## src/rtl/mem_arbiter_pkg.sv

```systemverilog
// mem_arbiter_pkg: shared types and constants for the instruction/data memory
// arbiter. Provides the FSM state encoding, the owner encoding, bus widths, the
// halt-vector bit index driven by bus_err, and the watchdog width helper.
package mem_arbiter_pkg;

    localparam int ADDR_W = 32;
    localparam int DATA_W = 32;

    typedef enum logic {
        ARB_IDLE = 1'b0,
        ARB_BUSY = 1'b1
    } arb_state_t;

    typedef enum logic {
        OWNER_I = 1'b0,
        OWNER_D = 1'b1
    } owner_t;

    // Bit of the core's HALTTYPE vector that bus_err drives.
    localparam int HALT_BUS = 3;

    // Watchdog counter width; a disabled watchdog still gets a 1-bit counter
    // so that no zero-width vector is ever declared.
    function automatic int timer_width(input int timeout);
        return (timeout > 0) ? $clog2(timeout + 1) : 1;
    endfunction

endpackage

```

## src/rtl/mem_arbiter_if.sv

```systemverilog
// mem_arbiter_if: one word-addressed req/ack memory bus.
//   req/rw/addr/wdata : request side (driven by the master)
//   rdata/ack         : response side (driven by the slave)
// modport master: issues requests (arbiter -> memory).
// modport slave : serves requests (core ports -> arbiter).
interface mem_arbiter_if;
    import mem_arbiter_pkg::*;

    logic              req;
    logic              rw;
    logic [ADDR_W-1:0] addr;
    logic [DATA_W-1:0] wdata;
    logic [DATA_W-1:0] rdata;
    logic              ack;

    modport master (
        output req, rw, addr, wdata,
        input  rdata, ack
    );

    modport slave (
        input  req, rw, addr, wdata,
        output rdata, ack
    );

endinterface

```

## src/rtl/mem_arbiter_timer.sv

```systemverilog
// mem_arb_timer: watchdog counter for one memory transaction.
//   clk, reset_n : clock, synchronous active-low reset
//   clear        : restart the count from zero (grant edge)
//   run          : count one cycle of an outstanding request
//   expired      : the transaction has waited TIMEOUT-1 counted cycles; the
//                  abort takes effect on the next edge unless m_ack arrives
// TIMEOUT = 0 disables the watchdog (expired never rises).
module mem_arb_timer
    import mem_arbiter_pkg::*;
#(
    parameter int TIMEOUT = 15
) (
    input  logic clk,
    input  logic reset_n,
    input  logic clear,
    input  logic run,
    output logic expired
);

    localparam int           W     = timer_width(TIMEOUT);
    localparam int           LIMIT = (TIMEOUT > 0) ? TIMEOUT - 1 : 0;
    localparam logic [W-1:0] SAT   = '1;

    logic [W-1:0] count;

    // Saturating count so a long stall can never wrap back below the limit.
    always_ff @(posedge clk) begin
        if (!reset_n) begin
            count <= '0;
        end else if (clear) begin
            count <= '0;
        end else if (run && (count != SAT)) begin
            count <= count + 1'b1;
        end
    end

    assign expired = (TIMEOUT != 0) && (count == LIMIT[W-1:0]);

endmodule

```

## src/rtl/mem_arbiter.sv

```systemverilog
// mem_arbiter: shares one single-ported memory between the instruction-fetch
// port and the data port, one transaction at a time.
//   clk, reset_n : clock, synchronous active-low reset
//   ibus (slave) : fetch port; rw/wdata are ignored, fetches are always reads
//   dbus (slave) : data port; rw = 1 write, 0 read
//   mbus (master): registered memory request, m_ack/m_rdata response
//   owner        : 0 = fetch, 1 = data; meaningful while busy
//   bus_err      : sticky watchdog-abort flag, cleared only by reset; feeds
//                  bit HALT_BUS of the core halt vector
// DATA_FIRST = 1: data wins ties; 0: round-robin (last winner loses a tie).
// TIMEOUT cycles of m_req without m_ack abort the transaction (0 = never).
module mem_arbiter
    import mem_arbiter_pkg::*;
#(
    parameter bit DATA_FIRST = 1'b1,
    parameter int TIMEOUT    = 15
) (
    input  logic          clk,
    input  logic          reset_n,
    mem_arbiter_if.slave  ibus,
    mem_arbiter_if.slave  dbus,
    mem_arbiter_if.master mbus,
    output logic          owner,
    output logic          bus_err
);

    arb_state_t state, state_nxt;
    owner_t     owner_q, owner_nxt;
    owner_t     last_grant, last_grant_nxt;
    owner_t     grant_owner;

    logic i_elig, d_elig;
    logic grant_valid;
    logic done, abort;
    logic timer_expired;

    logic              m_req_nxt, m_rw_nxt;
    logic [ADDR_W-1:0] m_addr_nxt;
    logic [DATA_W-1:0] m_wdata_nxt;
    logic              i_ack_nxt, d_ack_nxt;
    logic [DATA_W-1:0] i_rdata_nxt, d_rdata_nxt;
    logic              bus_err_nxt;

    // Fetches are reads by definition, so these request fields carry nothing.
    logic unused_fetch_fields;
    assign unused_fetch_fields = ^{ibus.rw, ibus.wdata};

    mem_arb_timer #(
        .TIMEOUT (TIMEOUT)
    ) u_timer (
        .clk     (clk),
        .reset_n (reset_n),
        .clear   (grant_valid),
        .run     (state == ARB_BUSY),
        .expired (timer_expired)
    );

    // State register together with every registered output of the block.
    always_ff @(posedge clk) begin
        if (!reset_n) begin
            state      <= ARB_IDLE;
            owner_q    <= OWNER_I;
            last_grant <= OWNER_I;
            mbus.req   <= 1'b0;
            mbus.rw    <= 1'b0;
            mbus.addr  <= '0;
            mbus.wdata <= '0;
            ibus.ack   <= 1'b0;
            dbus.ack   <= 1'b0;
            ibus.rdata <= '0;
            dbus.rdata <= '0;
            bus_err    <= 1'b0;
        end else begin
            state      <= state_nxt;
            owner_q    <= owner_nxt;
            last_grant <= last_grant_nxt;
            mbus.req   <= m_req_nxt;
            mbus.rw    <= m_rw_nxt;
            mbus.addr  <= m_addr_nxt;
            mbus.wdata <= m_wdata_nxt;
            ibus.ack   <= i_ack_nxt;
            dbus.ack   <= d_ack_nxt;
            ibus.rdata <= i_rdata_nxt;
            dbus.rdata <= d_rdata_nxt;
            bus_err    <= bus_err_nxt;
        end
    end

    // A port whose ack is still high is mid-handshake and may be dropping req
    // right now, so it is not eligible for a fresh grant this cycle.
    always_comb begin
        i_elig      = ibus.req && !ibus.ack;
        d_elig      = dbus.req && !dbus.ack;
        grant_valid = 1'b0;
        grant_owner = OWNER_I;
        done        = 1'b0;
        abort       = 1'b0;
        state_nxt   = state;
        case (state)
            ARB_IDLE: begin
                grant_valid = i_elig || d_elig;
                if (d_elig && (!i_elig || DATA_FIRST || (last_grant == OWNER_I))) begin
                    grant_owner = OWNER_D;
                end
                if (grant_valid) begin
                    state_nxt = ARB_BUSY;
                end
            end
            ARB_BUSY: begin
                // m_ack on the expiry edge is a normal completion.
                done  = mbus.ack;
                abort = !mbus.ack && timer_expired;
                if (done || abort) begin
                    state_nxt = ARB_IDLE;
                end
            end
            default: state_nxt = ARB_IDLE;
        endcase
    end

    // Next values of the registered outputs; everything holds unless a grant
    // or a completion changes it, and the ack pulses default low.
    always_comb begin
        m_req_nxt      = mbus.req;
        m_rw_nxt       = mbus.rw;
        m_addr_nxt     = mbus.addr;
        m_wdata_nxt    = mbus.wdata;
        i_ack_nxt      = 1'b0;
        d_ack_nxt      = 1'b0;
        i_rdata_nxt    = ibus.rdata;
        d_rdata_nxt    = dbus.rdata;
        bus_err_nxt    = bus_err;
        owner_nxt      = owner_q;
        last_grant_nxt = last_grant;

        if (grant_valid) begin
            owner_nxt      = grant_owner;
            last_grant_nxt = grant_owner;
            m_req_nxt      = 1'b1;
            if (grant_owner == OWNER_D) begin
                m_rw_nxt    = dbus.rw;
                m_addr_nxt  = dbus.addr;
                m_wdata_nxt = dbus.wdata;
            end else begin
                m_rw_nxt    = 1'b0;
                m_addr_nxt  = ibus.addr;
                m_wdata_nxt = '0;
            end
        end

        if (done || abort) begin
            m_req_nxt = 1'b0;
            if (owner_q == OWNER_D) begin
                d_ack_nxt = 1'b1;
            end else begin
                i_ack_nxt = 1'b1;
            end
            if (abort) begin
                bus_err_nxt = 1'b1;
                if (owner_q == OWNER_D) begin
                    d_rdata_nxt = '0;
                end else begin
                    i_rdata_nxt = '0;
                end
            end else if (!mbus.rw) begin
                if (owner_q == OWNER_D) begin
                    d_rdata_nxt = mbus.rdata;
                end else begin
                    i_rdata_nxt = mbus.rdata;
                end
            end
        end
    end

    assign owner = owner_q;

endmodule
```

## src/flat_wrapper.sv

```systemverilog
// flat-port wrapper written by rule: the top's interface ports become plain ports
module mem_arbiter_flat import mem_arbiter_pkg::*;
#(
    parameter bit DATA_FIRST = 1'b1,
    parameter int TIMEOUT    = 15
)
  (clk, reset_n, owner, bus_err, ibus_req, ibus_rw, ibus_addr, ibus_wdata, ibus_rdata, ibus_ack, dbus_req, dbus_rw, dbus_addr, dbus_wdata, dbus_rdata, dbus_ack, mbus_req, mbus_rw, mbus_addr, mbus_wdata, mbus_rdata, mbus_ack);
  mem_arbiter_if ibus_i ();
  mem_arbiter_if dbus_i ();
  mem_arbiter_if mbus_i ();
  input  logic clk;
  input  logic reset_n;
  output logic owner;
  output logic bus_err;
  input wire logic [$bits(ibus_i.req)-1:0] ibus_req;
  input wire logic [$bits(ibus_i.rw)-1:0] ibus_rw;
  input wire logic [$bits(ibus_i.addr)-1:0] ibus_addr;
  input wire logic [$bits(ibus_i.wdata)-1:0] ibus_wdata;
  output wire logic [$bits(ibus_i.rdata)-1:0] ibus_rdata;
  output wire logic [$bits(ibus_i.ack)-1:0] ibus_ack;
  input wire logic [$bits(dbus_i.req)-1:0] dbus_req;
  input wire logic [$bits(dbus_i.rw)-1:0] dbus_rw;
  input wire logic [$bits(dbus_i.addr)-1:0] dbus_addr;
  input wire logic [$bits(dbus_i.wdata)-1:0] dbus_wdata;
  output wire logic [$bits(dbus_i.rdata)-1:0] dbus_rdata;
  output wire logic [$bits(dbus_i.ack)-1:0] dbus_ack;
  output wire logic [$bits(mbus_i.req)-1:0] mbus_req;
  output wire logic [$bits(mbus_i.rw)-1:0] mbus_rw;
  output wire logic [$bits(mbus_i.addr)-1:0] mbus_addr;
  output wire logic [$bits(mbus_i.wdata)-1:0] mbus_wdata;
  input wire logic [$bits(mbus_i.rdata)-1:0] mbus_rdata;
  input wire logic [$bits(mbus_i.ack)-1:0] mbus_ack;
  assign ibus_i.req = ibus_req;
  assign ibus_i.rw = ibus_rw;
  assign ibus_i.addr = ibus_addr;
  assign ibus_i.wdata = ibus_wdata;
  assign ibus_rdata = ibus_i.rdata;
  assign ibus_ack = ibus_i.ack;
  assign dbus_i.req = dbus_req;
  assign dbus_i.rw = dbus_rw;
  assign dbus_i.addr = dbus_addr;
  assign dbus_i.wdata = dbus_wdata;
  assign dbus_rdata = dbus_i.rdata;
  assign dbus_ack = dbus_i.ack;
  assign mbus_req = mbus_i.req;
  assign mbus_rw = mbus_i.rw;
  assign mbus_addr = mbus_i.addr;
  assign mbus_wdata = mbus_i.wdata;
  assign mbus_i.rdata = mbus_rdata;
  assign mbus_i.ack = mbus_ack;
  mem_arbiter #(.DATA_FIRST(DATA_FIRST), .TIMEOUT(TIMEOUT)) u_core (.clk(clk), .reset_n(reset_n), .ibus(ibus_i), .dbus(dbus_i), .mbus(mbus_i), .owner(owner), .bus_err(bus_err));
endmodule
```

## config.mk

```make
export PLATFORM = sky130hd
export DESIGN_NAME = mem_arbiter_flat
export DESIGN_NICKNAME = d
export VERILOG_FILES = /design/src/rtl/mem_arbiter_pkg.sv /design/src/rtl/mem_arbiter_if.sv /design/src/rtl/mem_arbiter_timer.sv /design/src/rtl/mem_arbiter.sv /design/src/flat_wrapper.sv
export SDC_FILE = /design/constraint.sdc
export NUM_CORES = 1
export LEC_CHECK = 0
export CORE_ASPECT_RATIO = 0.9
export CORE_MARGIN = 2
export CORE_UTILIZATION = 39
export CTS_CLUSTER_DIAMETER = 50
export DETAILED_ROUTE_END_ITERATION = 7
export PLACE_DENSITY = 0.82
export SLEW_MARGIN = 40
export SYNTH_ARGS = -nofsm -noshare
export SYNTH_HDL_FRONTEND = slang
export SYNTH_HIERARCHICAL = 1
export SYNTH_SLANG_ARGS = --single-unit
```

## constraint.sdc

```tcl
create_clock -name clk -period 1.85 [get_ports clk]
set_input_delay 0.37 -clock clk [delete_from_list [all_inputs] [get_ports clk]]
set_output_delay 0.37 -clock clk [all_outputs]
set_load 0.1 [all_outputs]
```

* Word level (Yosys, flattened, before mapping) *
Index checks and enable logic that the tools add are counted.
W data, S select, Z words.

operators by class
  add/subtract/negate cells = 1
  multiply operators = 0
  div/mod/pow operators = 0
  magnitude comparators = 0
  equality and inequality tests = 3
  shifts and indexed selects = 0
  mux-type cells = 21
  bitwise logic cells = 3
  reductions and logical operators = 16

operators with widths
  kind                   count
  $mux W32               10
  $mux W1                10
  $reduce_and A3 Y1      2
  $add A4 B1 Y4 const B  1
  $eq A4 B4 Y1 const B   1
  $logic_and A1 B1 Y1    4
  $ne A4 B4 Y1 const B   1
  $reduce_and A2 Y1      2
  $reduce_or A2 Y1       2
  $logic_not A1 Y1       3
  $logic_or A1 B1 Y1     3
  $not A1 Y1             3
  $ne A2 B2 Y1 const B   1
  $pmux W1 S2            1

storage, ports and cells
  bits in registers = 139
  bits in latches = 0
  RAM bits = 0
  bits in read-only memories = 0
  output and inout bits = 134
  word-level logic and storage cells = 56
  memories = 0

* Depth between registers and ports, before layout *
Gate-level depths: netlist of run 1.

  depth after elaboration = 5
  gate-level depth with buffers = 8

* By module *
The synthesis of run 1 kept the hierarchy.

modules (own cells, without submodules)
  module         times used  cells an instance  area each (sq um)  sequential area each (sq um)
  mem_arbiter    1           498                5255.0             2702.6
  mem_arb_timer  1           23                 211.5              80.1

* Worst setup path before layout of run 1 *
OpenSTA, ideal clock, no wires.

  kind = register to register
  start = register u_core.dbus.ack
  end = register u_core.u_timer.count[2]
  data arrival time = 2.139 ns
  required time = 1.786 ns
  setup slack = -0.353 ns
  cell stages (with the launch flop) = 9
  period minus slack after synthesis = 2.203 ns
  cell sequence = dfxtp_1 nor2b_1 buf_6 o21bai_4 inv_2 buf_2 nand2b_1 a41o_1 nor2_1

between the ends
  longest elaborated chain between the ends = 5

ends and longest elaborated chain
  what                        RTL line                 text
  from (decl)                 mem_arbiter_if.sv:23     output rdata, ack
  $logic_not A1 Y1            mem_arbiter.sv:93        d_elig = dbus.req && !dbus.ack;
  $logic_and A1 B1 Y1         mem_arbiter.sv:93
  $logic_or A1 B1 Y1          mem_arbiter.sv:101       grant_valid = i_elig || d_elig;
  $mux W1                     mem_arbiter.sv:99        case (state)
  net u_core.grant_valid      mem_arbiter.sv:33        logic grant_valid;
  $reduce_or A2 Y1 (no line)  --
  to (signal assigned)        mem_arbiter_timer.sv:33  count <= count + 1'b1;
  to (decl)                   mem_arbiter_timer.sv:24  logic [W-1:0] count;

The timed path passes the listed nets, and every way through them passes these cells.
A chain may end at the register's enable or synchronous reset.

* Worst setup path after layout of run 1 *
  start = register u_core.u_timer.count[0]
  end = register u_core.dbus.rdata[0]

between the ends
  longest elaborated chain between the ends = 5
  elaborated cells on any way between the ends = 7

ends and longest elaborated chain
  what                                                          RTL line                 text
  $eq A4 B4 Y1 *                                                mem_arbiter_timer.sv:37  assign expired = (TIMEOUT != 0) && (count == LIMIT[W-1:0]);
  net u_core.timer_expired                                      mem_arbiter.sv:35        logic timer_expired;
  $logic_and A1 B1 Y1 *                                         mem_arbiter.sv:112       abort = !mbus.ack && timer_expired;
  $mux W1 *                                                     mem_arbiter.sv:99
  $ne A2 B2 Y1 (no line) or $logic_or A1 B1 Y1 (tied branches)  --
  $reduce_and A3 Y1 (no line)                                   --
  to (decl)                                                     mem_arbiter_if.sv:23

Mark *: on every way through the listed nets, which the timed path passes. The rest lies on a longest branch.

==> qor.yml, run 1 <==
status: "finished clean"
final_cell_mix: "135 x dfxtp_1, 132 x clkdlybuf4s50_1, 98 x nand2_1, 96 x mux2i_1, 93 x buf_12"
initial_utilization: 0.3947
peakVddDrop_v: 0.0005981
slowest_delay_ps: 340
rr_worst_depth: 8
synth_cell_types: 39
synth_top_cell_area_share: 0.5090
maxCapViolations: 0
area_delta_synth_final_pct: 77.02
avgViaCountPerCell: 5.236
period_share: 0.9861
slew_headroom: 0.6599
whs_endpoint: "u_core/ibus.ack"
synth_edf_count: 0
power.leakage_nw: 4.258
dr.pass1.iters: 6
regToRegEndpoint: "u_core/dbus.rdata[0]"
grt_pass1_wl_um: 25380
switchingPower_w: 0.002961
tns_ps: 0
worst-path-stages: 8
rrSetupSlack_ps: 30
die_h_um: 116.3
multi_input_area_mm2: 0.002362
crit_type: "reg2reg"
crit_chain: "inv_1 > ha_1 > and3_1 > nor2b_4 > o211ai_4 > buf_12 > buf_16 > mux2i_1"
syn-cell-area_mm2: 0.005466
io_pins: 301
drt_iter0_drc: 283
clock_skew_ps: 11.59
gp_congestion: 0.7475
worstPathMaxFanout: 13
fin_area_mm2: 0.009677
antenna_found_initial: 0
yosysWarnings: 6
cts_buffer_depth: 2
regArea_mm2: 0.002788
fmax_mhz: 548.2
power_frac_comb: 0.269
grt_pass1_vias: 5031
routed_wl_um: 16850
syn_nets: 690
ys_ff_latch: 139
p_int_w: 0.006412
synthTopCellsByArea: "dfxtp_1 51%, mux2i_1 18%, nand2_1 6.7%"
ys_async_sr_fraction: 0
cp-end-kind: "register"
rows: 41
arrival_ps: 2160
place_area_mm2: 0.009005
synthFlopType: "dfxtp_1"
period_minus_slack_ps: 1824
synthCells: 521
htreeDepth: 4
cts_inserted_buffers: 17
min_delay_path_depth: 3
cts_hold_buffers: 0
drive_gt1_frac: 0.2472
path_buf_inv: 3
cellPowerDensity_mw_per_mm2: 968.6
diodes: 0
cp.required_ps: 2190
cts_num_sinks: 139
drc_errors: 0
die_x_um: 128.8
synth_area_leader_cell: "dfxtp_1"
setup_viol: 0
ys_seq_area_frac: 0.5090
tightest_slew_ps: 509.4
r2r_start: "u_core/u_timer/count[0]"
wl_per_cell_um: 17.46
critPathSlowestCell: "dfxtp_2"
crit_family: "simple AND/OR/NAND/NOR gates"
finalHoldViolCount: 0
clk_latency_ps: 420
p_sw_frac: 0.3159
ant_nets: 0
n_fill_cell: 941
p_seq_frac: 0.353
core_mm2: 0.01385
clkTransAtPathRegs_ps: 60
clockRootBuffer: "clkbuf_16"
grt_max_degree: 79
syn_area_per_cell_um2: 10.49
slew_violations: 0
io_buffers: 267
hold_path_class: "in2reg"
die_area_mm2: 0.01498
dr_total_vias: 5053
grt.overflow.total: 0
final_common_cell: "dfxtp_1"
dpl.hpwl_um: 12060
cp-start-kind: "register"
power_frac_clock: 0.377
hp-start: "reset_n"
final_nets: 949
tritoncts: "done"
gr-usage-all-layers: 0.2182
-- cells in the mapped netlist, types with 2 or more instances --
master and n:
nor2b_1 3, nor2_1 3, o21a_1 2, nand3_1 33, buf_6 7, mux2i_1 96
a21oi_1 3, dfxtp_1 139, and3_1 3, buf_2 23, ha_1 2, nand2_1 98
a21boi_0 3, clkbuf_1 10, nor2b_4 2, nand2b_1 3, buf_12 3, o22ai_1 32
buf_4 2, a32o_1 33, inv_1 3
-- layer usage --
layer	share of wire	up-vias	track usage
met5	0	-	0
met4	0.016	0	0.07681
met3	0.079	23	0.08291
met2	0.53	218	0.3947
met1	0.38	2422	0.2345
li1	-	2390	-
-- registers in the layout (all words and copies together) (netlist names) --
| name | flops |
|---|---|
| u_core/owner | 1 |
| u_core/mbus.rw | 1 |
| u_core/mbus.req | 1 |
| u_core/bus_err | 1 |
| u_core/mbus.addr | 32 |
| u_core/u_timer/count | 4 |
| u_core/ibus.rdata | 32 |
| u_core/mbus.wdata | 32 |
| u_core/dbus.rdata | 32 |
| u_core/ibus.ack | 1 |
| u_core/state | 1 |
| u_core/dbus.ack | 1 |
-- cell type report --
type                            count  share of cell area
Clock buffer                       27             0.05301
Clock inverter                      5             0.01086
Tap cell                          172             0.02224
Sequential cell                   139              0.2881
Inverter                            4            0.001552
Multi-Input combinational cell    332              0.2441
Timing Repair Buffer              286              0.3801
-- repair_timing --
item                       in CTS  in global routing
setup endpoints to repair       0                 20
hold endpoints to repair        0                  0
buffers inserted                0                  1
gates resized for setup         0                  2
-- kinds of logic (layout without fill, tap and decap cells) --
kind of cell,Yosys count,in the layout,share of synthesized area
DFF,139,139,0.5090
buffers and inverters,50,322,0.06020
adders and majority gates,2,2,0.004577
AOI/OAI and AO/OA,81,81,0.1241
muxes,96,96,0.1758
and+or+nand+nor,153,153,0.1263
-- stage by stage --
stage	total power [W]	hold slack [ps]	worst slack, ps	instances	utilization
after global routing	0.009649	299.1	-3.037	965	0.6986
after global placement	0.005837	445.5	26.32	931	0.6501
after CTS	0.009424	273.4	18.99	963	0.6948
final	0.009373	293.5	25.74	965	0.6986
after floorplan	0.004876	495.7	-26.09	521	-
after detailed placement	0.005888	452.6	-44.43	931	0.6501
-- how the worst max path moves through the flow --
stage,startpoint,to
floorplan,u_core/dbus.ack,u_core/u_timer/count[2]
global placement,mbus_ack,u_core/dbus.rdata[12]
detailed placement,mbus_ack,u_core/dbus.rdata[0]
CTS,u_core/u_timer/count[0],u_core/dbus.rdata[0]
global route,u_core/u_timer/count[0],u_core/dbus.rdata[0]
finish,u_core/u_timer/count[0],u_core/dbus.rdata[0]
-- worst register-to-register path: stages, from the launching register on --
cell	delay, ps
dfxtp_2	340
inv_1	70
ha_1	190
and3_1	230
nor2b_4	160
o211ai_4	210
buf_12	150
buf_16	150
mux2i_1	240
-- power groups by stage --
stage / clock, W / sequential [W] / combinational (W)
after floorplan: 0 / 0.00442 / 0.000457
after global placement: 0 / 0.00336 / 0.00248
after detailed placement: 0 / 0.00337 / 0.00251
after CTS: 0.00359 / 0.00331 / 0.00252
after global routing: 0.00372 / 0.00333 / 0.00260
final: 0.00354 / 0.00331 / 0.00252
Power figures use the tool's default switching activity.
==> run 2: changes to the inputs <==
--- a/config.mk
+++ b/config.mk
@@ -5,12 +5,13 @@
 export SDC_FILE = /design/constraint.sdc
 export NUM_CORES = 1
 export LEC_CHECK = 0
+export ABC_AREA = 1
 export CORE_ASPECT_RATIO = 0.9
 export CORE_MARGIN = 2
-export CORE_UTILIZATION = 39
+export CORE_UTILIZATION = 41
 export CTS_CLUSTER_DIAMETER = 50
 export DETAILED_ROUTE_END_ITERATION = 7
-export PLACE_DENSITY = 0.82
+export PLACE_DENSITY = 0.83
 export SLEW_MARGIN = 40
 export SYNTH_ARGS = -nofsm -noshare
 export SYNTH_HDL_FRONTEND = slang
==> run 2 against run 1 <==
- design area is 8.8% higher
- register-to-register slack worse by 20 ps
- hold slack improved by 90 ps
- critical path depth increased by 2
- via count increased by 33%
- critical endpoint is now u_core/ibus.rdata[15]
==> qor.yml, run 2 <==
worst-path-stages: 10  # was 8
switchingPower_w: 0.003472  # was 0.002961 W
n_fill_cell: 1038  # was 941
rr_worst_depth: 10  # was 8
power_frac_comb: 0.326  # was 0.269
grt_pass1_wl_um: 30900  # was 25380 µm
crit_family: "simple AND/OR/NAND/NOR gates"  # unchanged
final_cell_mix: "300 x nand2_1, 174 x nor2_1, 135 x dfxtp_1, 132 x clkdlybuf4s50_1, 109 x inv_1"  # was 135 x dfxtp_1, 132 x clkdlybuf4s50_1, 98 x nand2_1, 96 x mux2i_1, 93 x buf_12
cp-start-kind: "register"  # unchanged
ys_top_cells_by_count: "305 x nand2_1, 177 x nor2_1, 139 x dfxtp_1"  # was 139 x dfxtp_1, 98 x nand2_1, 96 x mux2i_1
crit_chain: "ha_1 > inv_1 > nor2_2 > nand2_2 > nor2_4 > nor2_4 > nor2_4 > buf_6 > nor2_1 > nor2_1"  # was inv_1 > ha_1 > and3_1 > nor2b_4 > o211ai_4 > buf_12 > buf_16 > mux2i_1
setup_viol: 0  # unchanged
ys_ff_latch: 139  # unchanged
slew_headroom: 0.5858  # was 0.6599
tns_ps: 0  # unchanged
cp-end-kind: "register"  # unchanged
dr_total_vias: 6738  # was 5053
clock_skew_ps: 7.042  # was 11.59 ps
rrSetupSlack_ps: 5  # was 30 ps
fin_cells: 1402  # was 965
synth_top_family_by_area: "simple AND/OR/NAND/NOR gates"  # was multiplexers
period_share: 0.9971  # was 0.9861
p_seq_frac: 0.347  # was 0.353
cp.required_ps: 2190  # about the same
ant_nets: 0  # unchanged
synthSimpleGateAreaFrac: 0.3675  # was 0.1263
drc_errors: 0  # unchanged
arrival_ps: 2180  # was 2160 ps
syn_area_per_cell_um2: 6.451  # was 10.49 µm²
place_area_mm2: 0.009829  # was 0.009005 mm²
synthFlopType: "dfxtp_1"  # unchanged
syn_nets: 1107  # was 690
gr-usage-all-layers: 0.2450  # was 0.2182
hp-start: "reset_n"  # unchanged
slowest_delay_ps: 400  # was 340 ps
core_mm2: 0.01456  # was 0.01385 mm²
fmax_mhz: 542.1  # was 548.2 MHz
cp-startpoint: "u_core/u_timer/count[1]"  # was u_core/u_timer/count[0]
dpl.hpwl_um: 13450  # was 12060 µm
area_delta_synth_final_pct: 74.07  # was 77.02%
status: "finished clean"  # unchanged
io_buffers: 267  # unchanged
muxShareOfSynthArea: 0  # was 0.1758
die_area_mm2: 0.01575  # was 0.01498 mm²
clkTransAtPathRegs_ps: 60  # about the same
cellPowerDensity_mw_per_mm2: 921.1  # was 968.6 mW/mm²
cts_num_sinks: 139  # unchanged
place_inst: 1365  # was 931
drive_gt1_frac: 0.1729  # was 0.2472
grt_pass1_vias: 6339  # was 5031
maxCapViolations: 0  # unchanged
tritoncts: "done"  # unchanged
critPathSlowestCell: "dfxtp_1"  # was dfxtp_2
synth_edf_count: 0  # unchanged
initial_utilization: 0.4157  # was 0.3947
synth_compound_area_frac: 0.06038  # was 0.1241
p_sw_frac: 0.3578  # was 0.3159
r2r_start: "u_core/u_timer/count[1]"  # was u_core/u_timer/count[0]
drt_iter0_drc: 572  # was 283
synth-adder-area-share: 0.004136  # was 0.004578
synth_area_leader_cell: "dfxtp_1"  # unchanged
avgViaCountPerCell: 4.806  # was 5.236
synth_cell_types: 19  # was 39
grt_max_degree: 68  # was 79
die_x_um: 132.1  # was 128.8 µm
cts_hold_buffers: 0  # unchanged
final_nets: 1361  # was 949
worstPathMaxFanout: 8  # was 13
yosysWarnings: 6  # unchanged
clockRootBuffer: "clkbuf_16"  # unchanged
regToRegEndpoint: "u_core/ibus.rdata[15]"  # was u_core/dbus.rdata[0]
routed_wl_um: 20090  # was 16850 µm
synth-xor-area-share: 0  # unchanged
grt.overflow.total: 0  # unchanged
whs_endpoint: "u_core/mbus.addr[5]"  # was u_core/ibus.ack
ys_async_sr_fraction: 0  # unchanged
synth_top_cell_area_share: 0.4599  # was 0.5090
path_buf_inv: 2  # was 3
min_delay_path_depth: 3  # unchanged
p_int_w: 0.006230  # was 0.006412 W
yosysMostFrequentCell: "nand2_1"  # was dfxtp_1
final.setup.worst_slack_ps: 5.402  # was 25.74 ps
htreeDepth: 4  # unchanged
gp_congestion: 0.7984  # was 0.7475
hold_path_class: "in2reg"  # unchanged
clk_latency_ps: 410  # was 420 ps
tightest_slew_ps: 620.5  # was 509.4 ps
wl_per_cell_um: 14.33  # was 17.46 µm
whs_ps: 383.5  # was 293.5 ps
final_common_cell: "nand2_1"  # was dfxtp_1
io_pins: 301  # unchanged
crit_type: "reg2reg"  # unchanged
fin_area_mm2: 0.01053  # was 0.009677 mm²
synthTopCellsByArea: "dfxtp_1 46%, nand2_1 19%, nor2_1 11%"  # was dfxtp_1 51%, mux2i_1 18%, nand2_1 6.7%
cts_buffer_depth: 2  # unchanged
pre_cts_ws_ps: -18.50  # was -44.43 ps
power_frac_clock: 0.327  # was 0.377
rows: 42  # was 41
period_minus_slack_ps: 1845  # was 1824 ps
dr.pass1.iters: 5  # was 6
cp_common_cell: "nor2_4"
ys_seq_area_frac: 0.4599  # was 0.5090
antenna_found_initial: 1  # was 0
finalHoldViolCount: 0  # unchanged
synthCells: 938  # was 521
slew_violations: 0  # unchanged
syn-cell-area_mm2: 0.006051  # was 0.005466 mm²
cts_inserted_buffers: 17  # unchanged
power.leakage_nw: 4.851  # was 4.258 nW
peakVddDrop_v: 0.0006649  # was 0.0005981 V
die_h_um: 119.3  # was 116.3 µm
==> run 2: changes by cell type in the layout (fill, tap and decap cells not counted), moves of 6 or more <==
cell and delta:
a32o_1 -33, nand2_1 +202, inv_1 +106, nand2_2 +6
nand3_1 +35, buf_4 -10, a21oi_1 +63, nor2_1 +171
buf_12 +10, mux2i_1 -96, o22ai_1 -32
==> run 2: cell type report <==
cell class                      instances  area (µm²)  share of cell area
Sequential cell                       139        2788              0.2647
Clock buffer                           23       478.0             0.04538
Inverter                              112       420.4             0.03991
Timing Repair Buffer                  289        3862              0.3667
Antenna cell                            1       2.502           0.0002376
Tap cell                              198       247.7             0.02352
Multi-Input combinational cell        633        2666              0.2531
Clock inverter                          7       67.56            0.006415
==> run 2: power by group through the flow <==
| stage | logic, W | clock network, W | registers (W) |
|---|---|---|---|
| floorplan | 0.000624 | 0 | 0.00471 |
| global placement | 0.00307 | 0 | 0.00342 |
| detailed placement | 0.00311 | 0 | 0.00343 |
| CTS | 0.00312 | 0.00321 | 0.00337 |
| global route | 0.00331 | 0.00336 | 0.00339 |
| finish | 0.00316 | 0.00317 | 0.00337 |
==> run 2: how the worst max path moves through the flow <==
stage / endpoint
after detailed placement: u_core/dbus.rdata[24]
after global placement: u_core/mbus.addr[0]
after floorplan: u_core/dbus.rdata[10]
final: u_core/ibus.rdata[15]
after CTS: u_core/dbus.rdata[22]
after global routing: u_core/ibus.rdata[15]
==> run 2: worst register-to-register path: cells and delay by family, from the launching register on <==
kind | cells | cell delay [ps]
simple gates | 7 | 980
flops | 1 | 400
buf+inv | 2 | 230
fa+ha+maj | 1 | 170
==> run 2: per-stage QoR <==
stage / total power (W) / utilization
after global placement: 0.006496 / 0.6753
after global routing: 0.01007 / 0.7236
final: 0.009702 / 0.7236
after detailed placement: 0.006542 / 0.6753
after CTS: 0.009703 / 0.7127
after floorplan: 0.005333 / -
==> run 2: repair_timing <==
| item | 4_1_cts | 5_1_grt |
|---|---|---|
| gates resized for setup | 0 | 12 |
| hold endpoints to repair | 0 | 0 |
| setup buffers | 0 | 1 |
| setup endpoints to repair | 0 | 64 |
==> run 2: cell families (layout without fill, tap and decap cells) <==
family                   Yosys count  in the layout
buffers and inverters            166            431
AND/OR/NAND/NOR                  559            559
other                              0              1
adder cells (fa/ha/maj)            2              2
AO/OA/AOI/OAI                     72             72
flip-flops                       139            139
==> run 2: metal layers <==
metal,part of all wire,global-route usage
met1,0.37,0.2716
met2,0.50,0.4287
met3,0.10,0.09749
met4,0.026,0.08016
met5,0,0
